**config.mk**
```make
export PLATFORM = sky130hd
export DESIGN_NAME = branch_unit_flat
export DESIGN_NICKNAME = d
export VERILOG_FILES = /design/src/rtl/minirisc_pkg.sv /design/src/rtl/branch_unit_if.sv /design/src/rtl/branch_unit_pc_incr.sv /design/src/rtl/branch_unit.sv /design/src/flat_wrapper.sv
export SDC_FILE = /design/constraint.sdc
export NUM_CORES = 1
export LEC_CHECK = 0
export ABC_CLOCK_PERIOD_IN_PS = 2300
export CAP_MARGIN = 5
export CORE_MARGIN = 2
export CORE_UTILIZATION = 34
export DETAILED_ROUTE_END_ITERATION = 12
export GPL_TIMING_DRIVEN = 0
export MAX_ROUTING_LAYER = met4
export PLACE_DENSITY_LB_ADDON = 0.2
export SLEW_MARGIN = 20
export SYNTH_ARGS = -nofsm -noshare
export SYNTH_HDL_FRONTEND = slang
export SYNTH_SLANG_ARGS = --single-unit
```
**constraint.sdc**
```tcl
create_clock -name clk -period 2.3 [get_ports clk]
set_input_delay 0.575 -clock clk [delete_from_list [all_inputs] [get_ports clk]]
set_output_delay 0.575 -clock clk [all_outputs]
set_load 0.01 [all_outputs]
```
**src/rtl/minirisc_pkg.sv**
```systemverilog
`default_nettype none
// ============================================================================
// Module      : minirisc_pkg
// Description : Shared address width, reset PC and increment for KGPminiRISC.
// Revision    : 1.0
// ============================================================================
package minirisc_pkg;

    localparam int ADDR_W = 32;
    localparam int PC_INC = 1;
    localparam logic [ADDR_W-1:0] RESET_PC = '0;

    typedef logic [ADDR_W-1:0] addr_t;

endpackage : minirisc_pkg
`default_nettype wire

```
**src/rtl/branch_unit_if.sv**
```systemverilog
`default_nettype none
// ============================================================================
// Module      : branch_unit_if
// Description : Jump-control and PC bundle between fetch logic and branch_unit.
// Revision    : 1.0
// ============================================================================
interface branch_unit_if;
    import minirisc_pkg::*;

    logic  JCout;
    logic  UncondJump;
    addr_t PCin;
    addr_t JumpAddr;
    addr_t PCnext;
    addr_t PCreg;

    modport master (
        output JCout,
        output UncondJump,
        output PCin,
        output JumpAddr,
        input  PCnext,
        input  PCreg
    );

    modport slave (
        input  JCout,
        input  UncondJump,
        input  PCin,
        input  JumpAddr,
        output PCnext,
        output PCreg
    );

endinterface : branch_unit_if
`default_nettype wire

```
**src/rtl/branch_unit_pc_incr.sv**
```systemverilog
`default_nettype none
// ============================================================================
// Module      : pc_incr
// Description : Sequential-PC adder; carry out is dropped so the PC wraps.
// Revision    : 1.0
// ============================================================================
module pc_incr #(
    parameter int WIDTH = minirisc_pkg::ADDR_W,
    parameter int INC   = minirisc_pkg::PC_INC
) (
    input  wire logic [WIDTH-1:0] pc,
    output logic      [WIDTH-1:0] pc_inc
);

    localparam logic [WIDTH-1:0] C_INC = WIDTH'(INC);

    assign pc_inc = pc + C_INC;

endmodule : pc_incr
`default_nettype wire

```
**src/rtl/branch_unit.sv**
```systemverilog
`default_nettype none
// ============================================================================
// Module      : branch_unit
// Description : Next-PC select (sequential vs jump target) plus PC register.
// Revision    : 1.0
// ============================================================================
module branch_unit #(
    parameter int                                    ADDR_W   = minirisc_pkg::ADDR_W,
    parameter int                                    PC_INC   = minirisc_pkg::PC_INC,
    parameter logic [minirisc_pkg::ADDR_W-1:0]       RESET_PC = minirisc_pkg::RESET_PC
) (
    input  wire logic        clk,
    input  wire logic        rst,
    branch_unit_if.slave     bus
);

    logic              w_take;
    logic [ADDR_W-1:0] w_seq_pc;
    logic [ADDR_W-1:0] w_next_pc;
    logic [ADDR_W-1:0] r_pc;

    pc_incr #(
        .WIDTH (ADDR_W),
        .INC   (PC_INC)
    ) u_pc_incr (
        .pc     (bus.PCin),
        .pc_inc (w_seq_pc)
    );

    // Both jump sources share one target, so a simple OR resolves them.
    assign w_take    = bus.JCout | bus.UncondJump;
    assign w_next_pc = w_take ? bus.JumpAddr : w_seq_pc;

    always_ff @(posedge clk) begin
        if (rst) begin
            r_pc <= ADDR_W'(RESET_PC);
        end else begin
            r_pc <= w_next_pc;
        end
    end

    assign bus.PCnext = w_next_pc;
    assign bus.PCreg  = r_pc;

endmodule : branch_unit
`default_nettype wire

```
**src/flat_wrapper.sv**
```systemverilog
// flat-port wrapper written by rule: the top's interface ports become plain ports
module branch_unit_flat 
#(
    parameter int                                    ADDR_W   = minirisc_pkg::ADDR_W,
    parameter int                                    PC_INC   = minirisc_pkg::PC_INC,
    parameter logic [minirisc_pkg::ADDR_W-1:0]       RESET_PC = minirisc_pkg::RESET_PC
)
  (clk, rst, bus_JCout, bus_UncondJump, bus_PCin, bus_JumpAddr, bus_PCnext, bus_PCreg);
  branch_unit_if bus_i ();
  input  wire logic clk;
  input  wire logic rst;
  input wire logic [$bits(bus_i.JCout)-1:0] bus_JCout;
  input wire logic [$bits(bus_i.UncondJump)-1:0] bus_UncondJump;
  input wire logic [$bits(bus_i.PCin)-1:0] bus_PCin;
  input wire logic [$bits(bus_i.JumpAddr)-1:0] bus_JumpAddr;
  output wire logic [$bits(bus_i.PCnext)-1:0] bus_PCnext;
  output wire logic [$bits(bus_i.PCreg)-1:0] bus_PCreg;
  assign bus_i.JCout = bus_JCout;
  assign bus_i.UncondJump = bus_UncondJump;
  assign bus_i.PCin = bus_PCin;
  assign bus_i.JumpAddr = bus_JumpAddr;
  assign bus_PCnext = bus_i.PCnext;
  assign bus_PCreg = bus_i.PCreg;
  branch_unit #(.ADDR_W(ADDR_W), .PC_INC(PC_INC), .RESET_PC(RESET_PC)) u_core (.clk(clk), .rst(rst), .bus(bus_i));
endmodule
```
==> results of run 1 <==
layer usage:
layer	track usage	wire, um	up-vias
met4	0.134	541	0
met3	0.0472	992	56
met1	0.373	4540	1676
met2	0.493	5650	248
met5	-	0	-
li1	-	-	1537
cells by family after synthesis:
family	count (synthesis)	share of synthesized area
AO/OA/AOI/OAI	71	0.205
multiplexers	3	0.0141
XOR/XNOR	14	0.0553
adder cells (fa/ha/maj)	1	0.00564
flip-flops	32	0.289
AND/OR/NAND/NOR	155	0.395
buffers and inverters	21	0.0361
power by group:
| group | switching (mW) | leakage [nW] | internal [mW] |
|---|---|---|---|
| Sequential | 0.0107 | 0.267 | 0.595 |
| Combinational | 0.341 | 1.70 | 0.371 |
| Clock | 0.236 | 0.0503 | 0.267 |
| Total | 0.589 | 2.01 | 1.23 |
synthesized netlist by cell type (2+ instances only):
master    number  share of area
and3_1         4          0.011
a311oi_1       4          0.016
nor3_1        14          0.032
nor2_1        26          0.044
o21ai_0       12          0.027
xnor2_1       10          0.039
and2_1         6          0.017
a22oi_1        3          0.010
xor2_1         4          0.016
nor3b_1        7          0.024
o31a_2         2         0.0090
nor4_1        12          0.034
and4_1        10          0.039
nor4_2         2          0.011
dfxtp_1       32           0.29
or2_2          2         0.0056
a211oi_1      16          0.054
nand2_1       24          0.041
or3_1          5          0.014
mux2i_1        2         0.0090
nand3_1       18          0.041
nand4_1       14          0.039
nor2b_1        5          0.014
a31oi_1        3         0.0085
o311a_1        2         0.0090
a21oi_1       25          0.056
o311ai_0       2         0.0079
or4_1          3          0.010
clkbuf_1      16          0.027
inv_1          3         0.0051
worst max-delay path by stage:
stage	start	endpoint	slack (ns)	cells past startpoint
3_3_place_gp	bus_PCin[4]	bus_PCnext[24]	-1.43	6
2_1_floorplan	bus_PCin[0]	bus_PCnext[18]	-0.09	6
6_report	bus_PCin[0]	bus_PCnext[18]	-0.32	7
3_5_place_dp	bus_PCin[4]	bus_PCnext[24]	-1.52	6
5_1_grt	bus_PCin[0]	bus_PCnext[18]	-0.37	7
4_1_cts	bus_PCin[1]	bus_PCnext[18]	-0.33	8
cell type report:
class / instances / area [um2] / share of cell area
clock buffers: 7 / 96.3 / 0.0200
multi-input cells: 244 / 2010 / 0.417
repair buffers: 192 / 1820 / 0.377
flip-flops and latches: 32 / 641 / 0.133
well taps: 77 / 96.3 / 0.0200
plain buffers: 15 / 146 / 0.0304
inverters: 3 / 11.3 / 0.00234
placed cells by master (no fill, tap or decap), drive strengths merged, types with 5 or more instances in the layout:
cell	n
dfxtp	32
nand4	15
and2	6
nand2	24
nor3	14
dlygate4sd2	9
clkdlybuf4s50	67
xnor2	10
o21ai	12
a21oi	25
nor2	26
buf	110
a211oi	16
nand3	18
nor3b	7
or3	5
nor2b	5
clkdlybuf4s15	5
and4	11
clkbuf	23
nor4	14
worst min-delay path, delay by kind of cell:
kind	cells	cell delay, ns
AO/OA/AOI/OAI	1	0.07
buffers and inverters	1	0.09
XOR/XNOR	1	0.13
stage by stage:
stage	TNS, ns	hold slack [ns]	power, mW	area, um2
after floorplan	-0.285	0.738	0.839	2300
after global placement	-45.19	1.00	1.20	3690
after detailed placement	-47.29	1.02	1.20	3690
after CTS	-2.54	0.610	1.75	4550
after global routing	-5.39	0.631	1.89	4820
final	-4.24	0.632	1.82	4820
what timing repair did:
action / in CTS / in global routing
endpoints found under the setup margin: 42 / 30
gates resized for setup: 366 / 51
pin swaps: 55 / 27
endpoints found under the hold margin: 0 / 0
buffers inserted: 51 / 12
==> metrics.md, run 1 <==
| Metric | Value |
|---|---|
| Total number of H-tree levels | `2` |
| Post-Syn Area | `2220 um2` |
| Leak Pwr | `2.01 nW` |
| Final worst path period share | `1.14` |
| Core Region | `6310 um2` |
| Synthesized instance count | `297` |
| Post-synth cell types | `39` |
| CTS max path bufs | `2` |
| Fillcell total | `429` |
| Crit Path Category | `input pin to output pin` |
| GRT Util Overall | `0.304` |
| Mapped Nets | `366` |
| Final min period | `2.62 ns` |
| Min setup slack post-route | `-0.320 ns` |
| Critical Path Sink Type | `output pin` |
| Setup violations, final | `24` |
| Inst Count DP | `504` |
| WP data required | `1.73 ns` |
| CTS Sinks | `32` |
| Final wirelength | `11700 um` |
| Outcome | `finished with violations` |
| Hold Buf Count CTS | `0` |
| Mean Syn Cell Area | `7.47 um2` |
| Reg clk slew, reported paths | `0.07 ns` |
| Worst slew margin | `0.579` |
| Pre-CTS setup slack | `-1.52 ns` |
| # diodes | `0` |
| Max FFs per register | `32` |
| Crit path buf inv count | `2` |
| Synth warnings | `0` |
| Post-DP HPWL | `6680 um` |
| Hold wc startpoint | `bus_PCin[14]` |
| WL per Instance | `20.6 um` |
| Crit-path cells | `buf_8, ha_4, nand3_4, or3_4, or3_4, a31oi_4, buf_6` |
| Max IR drop VDD | `0.240 mV` |
| RSZ-0062 raised after global routing | `yes` |
| Yosys reg bits | `32` |
| Post-synth top flop | `dfxtp_1` |
| Slew @ Worst Pin | `0.631 ns` |
| Final Hold Vio Count | `0` |
| Die X | `84.8 um` |
| Largest stage delay, worst path | `0.43 ns` |
| DR iter-0 viols | `314` |
| Hold Crit Class | `input pin to flip-flop` |
| Die H | `84.8 um` |
| Max-slew violations | `0` |
| Initial antenna violation count | `0` |
| Failing checks | `negative setup slack` |
| Row Count | `29` |
| IO Pins | `132` |
| Die area | `7190 um2` |
| Cell Count, Final, Fillers Out | `570` |
| Crit path max-delay family | `simple AND/OR/NAND/NOR gates` |
| Worst path arrival time | `2.04 ns` |
| CP max-delay cell | `or3_4` |
| Share of synthesized area occupied by flip-flops and latches | `0.289` |
| Most frequent CP cell | `or3_4` |
| Drt pass-1 iters | `5` |
| Initial Utilization | `0.351` |
| I/O Buffers | `130` |
| CTS tree | `yes` |
| Nets | `562` |
| Util after Layout | `0.763` |
| Layout cells sized above 1 | `0.410` |
| Drt via density | `6.17` |
| DRC Markers | `0` |
| Post-synth EDFFs | `0` |
| CTS Buf Count | `5` |
| Gpl congestion | `0.915` |
| GRT Residual Overflow | `0` |
| Fmax | `382 MHz` |
| Root buffer cell | `clkbuf_8` |
| Wire length of the first global-routing pass | `16900 um` |
| Pwr Density | `378 nW/um2` |
| Max Cap Viol | `0` |
| Hold Path Sink | `u_core.bus.PCreg[14]` |
| Synth-to-layout area growth | `117%` |
| Largest net degree at the start of global routing | `11` |
| Post-route antenna net violation count | `0` |
| Maximum fanout along the worst path | `5` |
| Vias in the first global route | `3337` |
| Startpoint types | `input pin` |
| Total number of vias | `3517` |
| FFs w/ async S/R, synth | `0` |
| Hold Path Stages | `3` |
No activity file was read; power rests on OpenSTA's default activity.
==> inputs of run 2 (changes only) <==
--- a/config.mk
+++ b/config.mk
@@ -17,3 +17,4 @@
 export SYNTH_ARGS = -nofsm -noshare
 export SYNTH_HDL_FRONTEND = slang
 export SYNTH_SLANG_ARGS = --single-unit
+export TNS_END_PERCENT = 20
==> run 2 against run 1 <==
  * The flow still finishes with violations (negative setup slack)
  * Final cell count decreased by 3.9%
  * Highest routed layer unchanged
  * Largest cell class unchanged
  * Clock power down 4.8%
  * Hold slack lost 0.0038 ns
  * Maximum frequency about the same
  * Via count is 4.9% lower
  * Total power shrank 4.0%
  * Critical path type unchanged
  * Non-clock buffer count shrank 23
  * Largest power group unchanged
  * Die area did not move
  * Critical path depth unchanged
  * Final area decreased by 7.5%
==> metrics.md, run 2 (same netlist as run 1, synthesis figures left out) <==
| Metric | Value |
|---|---|
| Multi-input gate area | `1920 um2 (was 2010 um2)` |
| Initial antenna violation count | `0 (unchanged)` |
| Nets | `539 (was 562)` |
| Gpl congestion | `0.909 (was 0.915)` |
| IO Pins | `132 (unchanged)` |
| Hold Crit Class | `input pin to flip-flop (unchanged)` |
| Reg clk slew, reported paths | `0.07 ns (about the same)` |
| Outcome | `finished with violations (unchanged)` |
| Largest net degree at the start of global routing | `11 (unchanged)` |
| Max-slew violations | `0 (unchanged)` |
| Worst slew margin | `0.597 (was 0.579)` |
| Max IR drop VDD | `0.283 mV (was 0.240 mV)` |
| Drt pass-1 iters | `6 (was 5)` |
| GRT Util Overall | `0.291 (was 0.304)` |
| WL per Instance | `20.4 um (was 20.6 um)` |
| Total number of vias | `3343 (was 3517)` |
| CTS tree | `yes (unchanged)` |
| Vias in the first global route | `3234 (was 3337)` |
| CTS Buf Count | `5 (unchanged)` |
| Hold Buf Count CTS | `0 (unchanged)` |
| Max FFs per register | `32 (unchanged)` |
| Setup TNS | `-3.87 ns (was -4.24 ns)` |
| GRT Residual Overflow | `0 (unchanged)` |
| Fillcell total | `458 (was 429)` |
| Pwr Density | `392 nW/um2 (was 378 nW/um2)` |
| Commonest non-fill, non-tap cell in the layout | `clkdlybuf4s50_1 (unchanged)` |
| Startpoint types | `input pin (unchanged)` |
| Row Count | `29 (unchanged)` |
| CTS Sinks | `32 (unchanged)` |
| # diodes | `0 (unchanged)` |
| Critical Path Sink Type | `output pin (unchanged)` |
| Register area | `641 um2 (unchanged)` |
| Setup violations, final | `26 (was 24)` |
| Core Region | `6310 um2 (unchanged)` |
| Post-DP HPWL | `6880 um (was 6680 um)` |
| Final worst path period share | `1.14 (about the same)` |
| Post-route antenna net violation count | `0 (unchanged)` |
| Failing checks | `negative setup slack (unchanged)` |
| Fmax | `382 MHz (about the same)` |
| Root buffer cell | `clkbuf_8 (unchanged)` |
| Slew @ Worst Pin | `0.602 ns (was 0.631 ns)` |
| Worst path arrival time | `2.05 ns (was 2.04 ns)` |
| CTS max path bufs | `2 (unchanged)` |
| Leak Pwr | `1.80 nW (was 2.01 nW)` |
| RSZ-0062 raised after global routing | `yes (unchanged)` |
| Drt via density | `6.10 (was 6.17)` |
| Min setup slack post-route | `-0.321 ns (was -0.320 ns)` |
| I/O Buffers | `130 (unchanged)` |
| Final min period | `2.62 ns (about the same)` |
| Final Hold Vio Count | `0 (unchanged)` |
| Wire length of the first global-routing pass | `16200 um (was 16900 um)` |
| Synth-to-layout area growth | `101% (was 117%)` |
| Layout cells sized above 1 | `0.365 (was 0.410)` |
| DR iter-0 viols | `285 (was 314)` |
| WP data required | `1.73 ns (about the same)` |
| Final wirelength | `11200 um (was 11700 um)` |
| Initial Utilization | `0.351 (unchanged)` |
| Hold_ws | `0.628 ns (was 0.632 ns)` |
| Total number of H-tree levels | `2 (unchanged)` |
| Commonest cells after routing, fill and taps aside | `clkdlybuf4s50_1, buf_4, dfxtp_1, nor2_1, nand2_1 (was clkdlybuf4s50_1, buf_4, dfxtp_1, buf_6)` |
| Die area | `7190 um2 (unchanged)` |
| Pre-CTS setup slack | `-1.59 ns (was -1.52 ns)` |
| Maximum fanout along the worst path | `5 (unchanged)` |
| Crit Path Category | `input pin to output pin (unchanged)` |
| Die X | `84.8 um (unchanged)` |
| Max Cap Viol | `0 (unchanged)` |
| Die H | `84.8 um (unchanged)` |
| DRC Markers | `0 (unchanged)` |
==> run 2: cell count changes in the layout (fill, tap and decap cells not counted), sizes merged <==
cell | before | now
buf | 110 | 82
dlygate4sd2 | 9 | 11
dlymetal6s2s | 0 | 1
clkinv | 0 | 2
clkbuf | 23 | 24
==> run 2: stage by stage <==
step           utilization  area (um2)  instances  power, mW
2_1_floorplan            -        2260        297      0.835
3_3_place_gp         0.579        3660        504       1.19
3_5_place_dp         0.579        3660        504       1.20
4_1_cts              0.672        4240        541       1.70
5_1_grt              0.707        4460        548       1.83
6_report             0.707        4460        548       1.75
==> run 2: final cells by class <==
class / instances / share of cell area
Timing Repair Buffer: 169 / 0.345
Multi-Input combinational cell: 244 / 0.431
Sequential cell: 32 / 0.144
Clock inverter: 2 / 0.00224
Tap cell: 77 / 0.0216
Inverter: 3 / 0.00252
Clock buffer: 6 / 0.0185
Buffer: 15 / 0.0356
==> run 2: report_power, final <==
part / internal (mW) / switching [mW]
clock network: 0.239 / 0.241
registers: 0.595 / 0.0104
logic: 0.339 / 0.325
total: 1.17 / 0.576
==> run 2: worst paths after layout <==
path	start	end	slack (ns)	depth (start not counted)
max	bus_PCin[5]	bus_PCnext[24]	-0.32	7
min	bus_PCin[14]	u_core.bus.PCreg[14]	0.63	3
==> run 2: repair_timing <==
item / CTS / global route
hold endpoints to repair: 0 / 0
buffers inserted: 31 / 8
endpoints found under the setup margin: 45 / 29
gates resized for setup: 307 / 73
pin swaps: 31 / 24
==> run 2: layer usage <==
| layer | up-vias | share of wire | track usage |
|---|---|---|---|
| met4 | 0 | 0.023 | 0.102 |
| li1 | 1490 | - | - |
| met5 | - | 0 | - |
| met2 | 213 | 0.51 | 0.493 |
| met1 | 1606 | 0.38 | 0.342 |
| met3 | 34 | 0.093 | 0.0570 |
==> run 2: worst max-delay path, cell delays in order <==
cell	delay (ns)
buf_8	0.09
nand4_1	0.18
buf_4	0.19
or4_4	0.57
o21ai_4	0.19
a31oi_2	0.11
buf_2	0.15
==> inputs of run 3 (changes only) <==
--- a/config.mk
+++ b/config.mk
@@ -7,7 +7,7 @@
 export LEC_CHECK = 0
 export ABC_CLOCK_PERIOD_IN_PS = 2300
 export CAP_MARGIN = 5
-export CORE_MARGIN = 2
+export CORE_MARGIN = 1.5
 export CORE_UTILIZATION = 34
 export DETAILED_ROUTE_END_ITERATION = 12
 export GPL_TIMING_DRIVEN = 0
==> run 3 against run 2 <==
  * The flow still finishes with violations (negative setup slack)
  * Via count is 0.63% lower
  * Utilization is 0.48 points higher
  * First-iteration DRC count is 4.2% lower
  * Clock-buffer cell count stayed put
  * Clock power is 18% higher
  * Maximum frequency is 0.58% higher
  * Hold slack better by 0.0051 ns
  * Combinational power is 2% lower
  * Total power is 4.2% higher
  * Critical path type unchanged
  * Largest cell class unchanged
==> metrics.md, run 3 (same netlist as run 1, synthesis figures left out) <==
| Metric | Value |
|---|---|
| Outcome | `finished with violations (unchanged)` |
| Failing checks | `negative setup slack (unchanged)` |
| IO Pins | `132 (unchanged)` |
| CP max-delay cell | `or3_4 (was or4_4)` |
| Min setup slack post-route | `-0.305 ns (was -0.321 ns)` |
| Vias in the first global route | `3257 (was 3234)` |
| Setup TNS | `-3.62 ns (was -3.87 ns)` |
| Root buffer cell | `clkbuf_8 (unchanged)` |
| Fillcell total | `455 (was 458)` |
| Final Hold Vio Count | `0 (unchanged)` |
| Post-DP HPWL | `6820 um (was 6880 um)` |
| Die area | `7020 um2 (was 7190 um2)` |
| CTS Sinks | `32 (unchanged)` |
| Logic gate share of total power | `0.359 (was 0.380)` |
| Wire length of the first global-routing pass | `16200 um (about the same)` |
| Crit path buf inv count | `2 (was 3)` |
| Internal power | `1.25 mW (was 1.17 mW)` |
| Commonest non-fill, non-tap cell in the layout | `clkdlybuf4s50_1 (unchanged)` |
| Crit path max-delay family | `simple AND/OR/NAND/NOR gates (unchanged)` |
| Sw frac | `0.313 (was 0.329)` |
| WL per Instance | `19.1 um (was 20.4 um)` |
| Drt via density | `5.97 (was 6.10)` |
| Core Region | `6310 um2 (unchanged)` |
| Commonest cells after routing, fill and taps aside | `clkdlybuf4s50_1, buf_4, dfxtp_1, nor2_1, a21oi_1 (was clkdlybuf4s50_1, buf_4, dfxtp_1, nor2_1, nand2_1)` |
| Final min period | `2.61 ns (was 2.62 ns)` |
| Pwr Density | `406 nW/um2 (was 392 nW/um2)` |
| Max IR drop VDD | `0.307 mV (was 0.283 mV)` |
| Total number of vias | `3322 (was 3343)` |
| Hold wc startpoint | `bus_PCin[23] (was bus_PCin[14])` |
| DR iter-0 viols | `273 (was 285)` |
| Leak Pwr | `1.82 nW (was 1.80 nW)` |
| Gpl congestion | `0.915 (was 0.909)` |
| CP Launch Point | `bus_PCin[0] (was bus_PCin[5])` |
| Initial Utilization | `0.351 (unchanged)` |
| Max Cap Viol | `0 (unchanged)` |
| Crit Path Category | `input pin to output pin (unchanged)` |
| Total power | `1.82 mW (was 1.75 mW)` |
| # diodes | `0 (unchanged)` |
| CTS max path bufs | `2 (unchanged)` |
| CTS Buf Count | `5 (unchanged)` |
| Die X | `83.8 um (was 84.8 um)` |
| GRT Util Overall | `0.294 (was 0.291)` |
| Post-route antenna net violation count | `0 (unchanged)` |
| Reg clk slew, reported paths | `0.07 ns (about the same)` |
| Nets | `547 (was 539)` |
| Worst slew margin | `0.584 (was 0.597)` |
| Clk pwr share | `0.309 (was 0.274)` |
| CTS tree | `yes (unchanged)` |
| Drt pass-1 iters | `4 (was 6)` |
| Util after Layout | `0.711 (was 0.707)` |
| Initial antenna violation count | `0 (unchanged)` |
| Max FFs per register | `32 (unchanged)` |
| I/O Buffers | `130 (unchanged)` |
| Final instance area | `4490 um2 (was 4460 um2)` |
| Hold Crit Class | `input pin to flip-flop (unchanged)` |
| Crit-path cells | `buf_8, ha_4, nand3_4, or3_4, or3_4, a31oi_4, buf_6 (was buf_8, nand4_1, buf_4, or4_4, o21ai_4, a31oi_2, buf_2)` |
| Max-slew violations | `0 (unchanged)` |
| Synth-to-layout area growth | `102% (was 101%)` |
| Total number of H-tree levels | `2 (unchanged)` |
| Sequential share of power | `0.332 (was 0.346)` |
| Fmax | `384 MHz (was 382 MHz)` |
| GRT Residual Overflow | `0 (unchanged)` |
| Most frequent CP cell | `or3_4` |
| Final wirelength | `10600 um (was 11200 um)` |
| Setup violations, final | `25 (was 26)` |
| Die H | `83.8 um (was 84.8 um)` |
| Layout cells sized above 1 | `0.361 (was 0.365)` |
| Hold_ws | `0.634 ns (was 0.628 ns)` |
| Final worst path period share | `1.13 (was 1.14)` |
| Maximum fanout along the worst path | `4 (was 5)` |
| Critical Path Sink Type | `output pin (unchanged)` |
| RSZ-0062 raised after global routing | `yes (unchanged)` |
| Worst path arrival time | `2.03 ns (was 2.05 ns)` |
| Largest stage delay, worst path | `0.42 ns (was 0.57 ns)` |
| DRC Markers | `0 (unchanged)` |
| Area after DPL | `3660 um2 (unchanged)` |
| Row Count | `29 (unchanged)` |
| WP data required | `1.73 ns (about the same)` |
| Largest net degree at the start of global routing | `11 (unchanged)` |
| Slew @ Worst Pin | `0.622 ns (was 0.602 ns)` |
| Startpoint types | `input pin (unchanged)` |
| Sw power | `0.570 mW (was 0.576 mW)` |
==> run 3: cell types whose count changed in the layout (fill, tap and decap cells not counted), sizes merged <==
cell           before  now
buf                82   88
clkbuf             24   28
clkdlybuf4s15       5    2
bufinv              0    1
clkdlybuf4s50      67   68
clkinv              2    1
==> run 3: area by class of cell <==
class,count,area [um2],share of cell area
tap,77,96.3,0.0215
buffer,15,141,0.0315
inverter,3,11.3,0.00251
sequential,32,641,0.143
multi-input combinational,244,1910,0.426
clock buffer,6,72.6,0.0162
clock inverter,2,35.0,0.00780
timing repair buffer,177,1580,0.352
==> run 3: path summary, 6_finish.rpt <==
check / slack, ns / to / cells past startpoint
max: -0.31 / bus_PCnext[18] / 7
min: 0.63 / u_core.bus.PCreg[23] / 3
==> run 3: routing by layer <==
| metal | share of wire | global-route usage | vias to the layer above |
|---|---|---|---|
| li1 | - | - | 1507 |
| met1 | 0.40 | 0.349 | 1578 |
| met2 | 0.48 | 0.465 | 197 |
| met3 | 0.075 | 0.0692 | 40 |
| met4 | 0.040 | 0.154 | 0 |
| met5 | 0 | - | - |
==> run 3: what timing repair did <==
item,in CTS,in global routing
pin swaps,37,27
endpoints found under the setup margin,47,31
hold buffers,0,0
resized for setup,284,75
buffers inserted,37,11
==> run 3: stage by stage <==
step	setup slack (ns)	std cells
floorplan	-0.0869	297
global placement	-1.59	504
detailed placement	-1.58	504
CTS	-0.329	546
global route	-0.336	556
finish	-0.305	556
==> run 3: power by group through the flow <==
stage | sequential [mW] | combinational, mW | clock (mW)
final | 0.605 | 0.654 | 0.564
after global routing | 0.609 | 0.692 | 0.594
after CTS | 0.605 | 0.607 | 0.561
after detailed placement | 0.618 | 0.583 | 0
after global placement | 0.617 | 0.576 | 0
after floorplan | 0.640 | 0.195 | 0
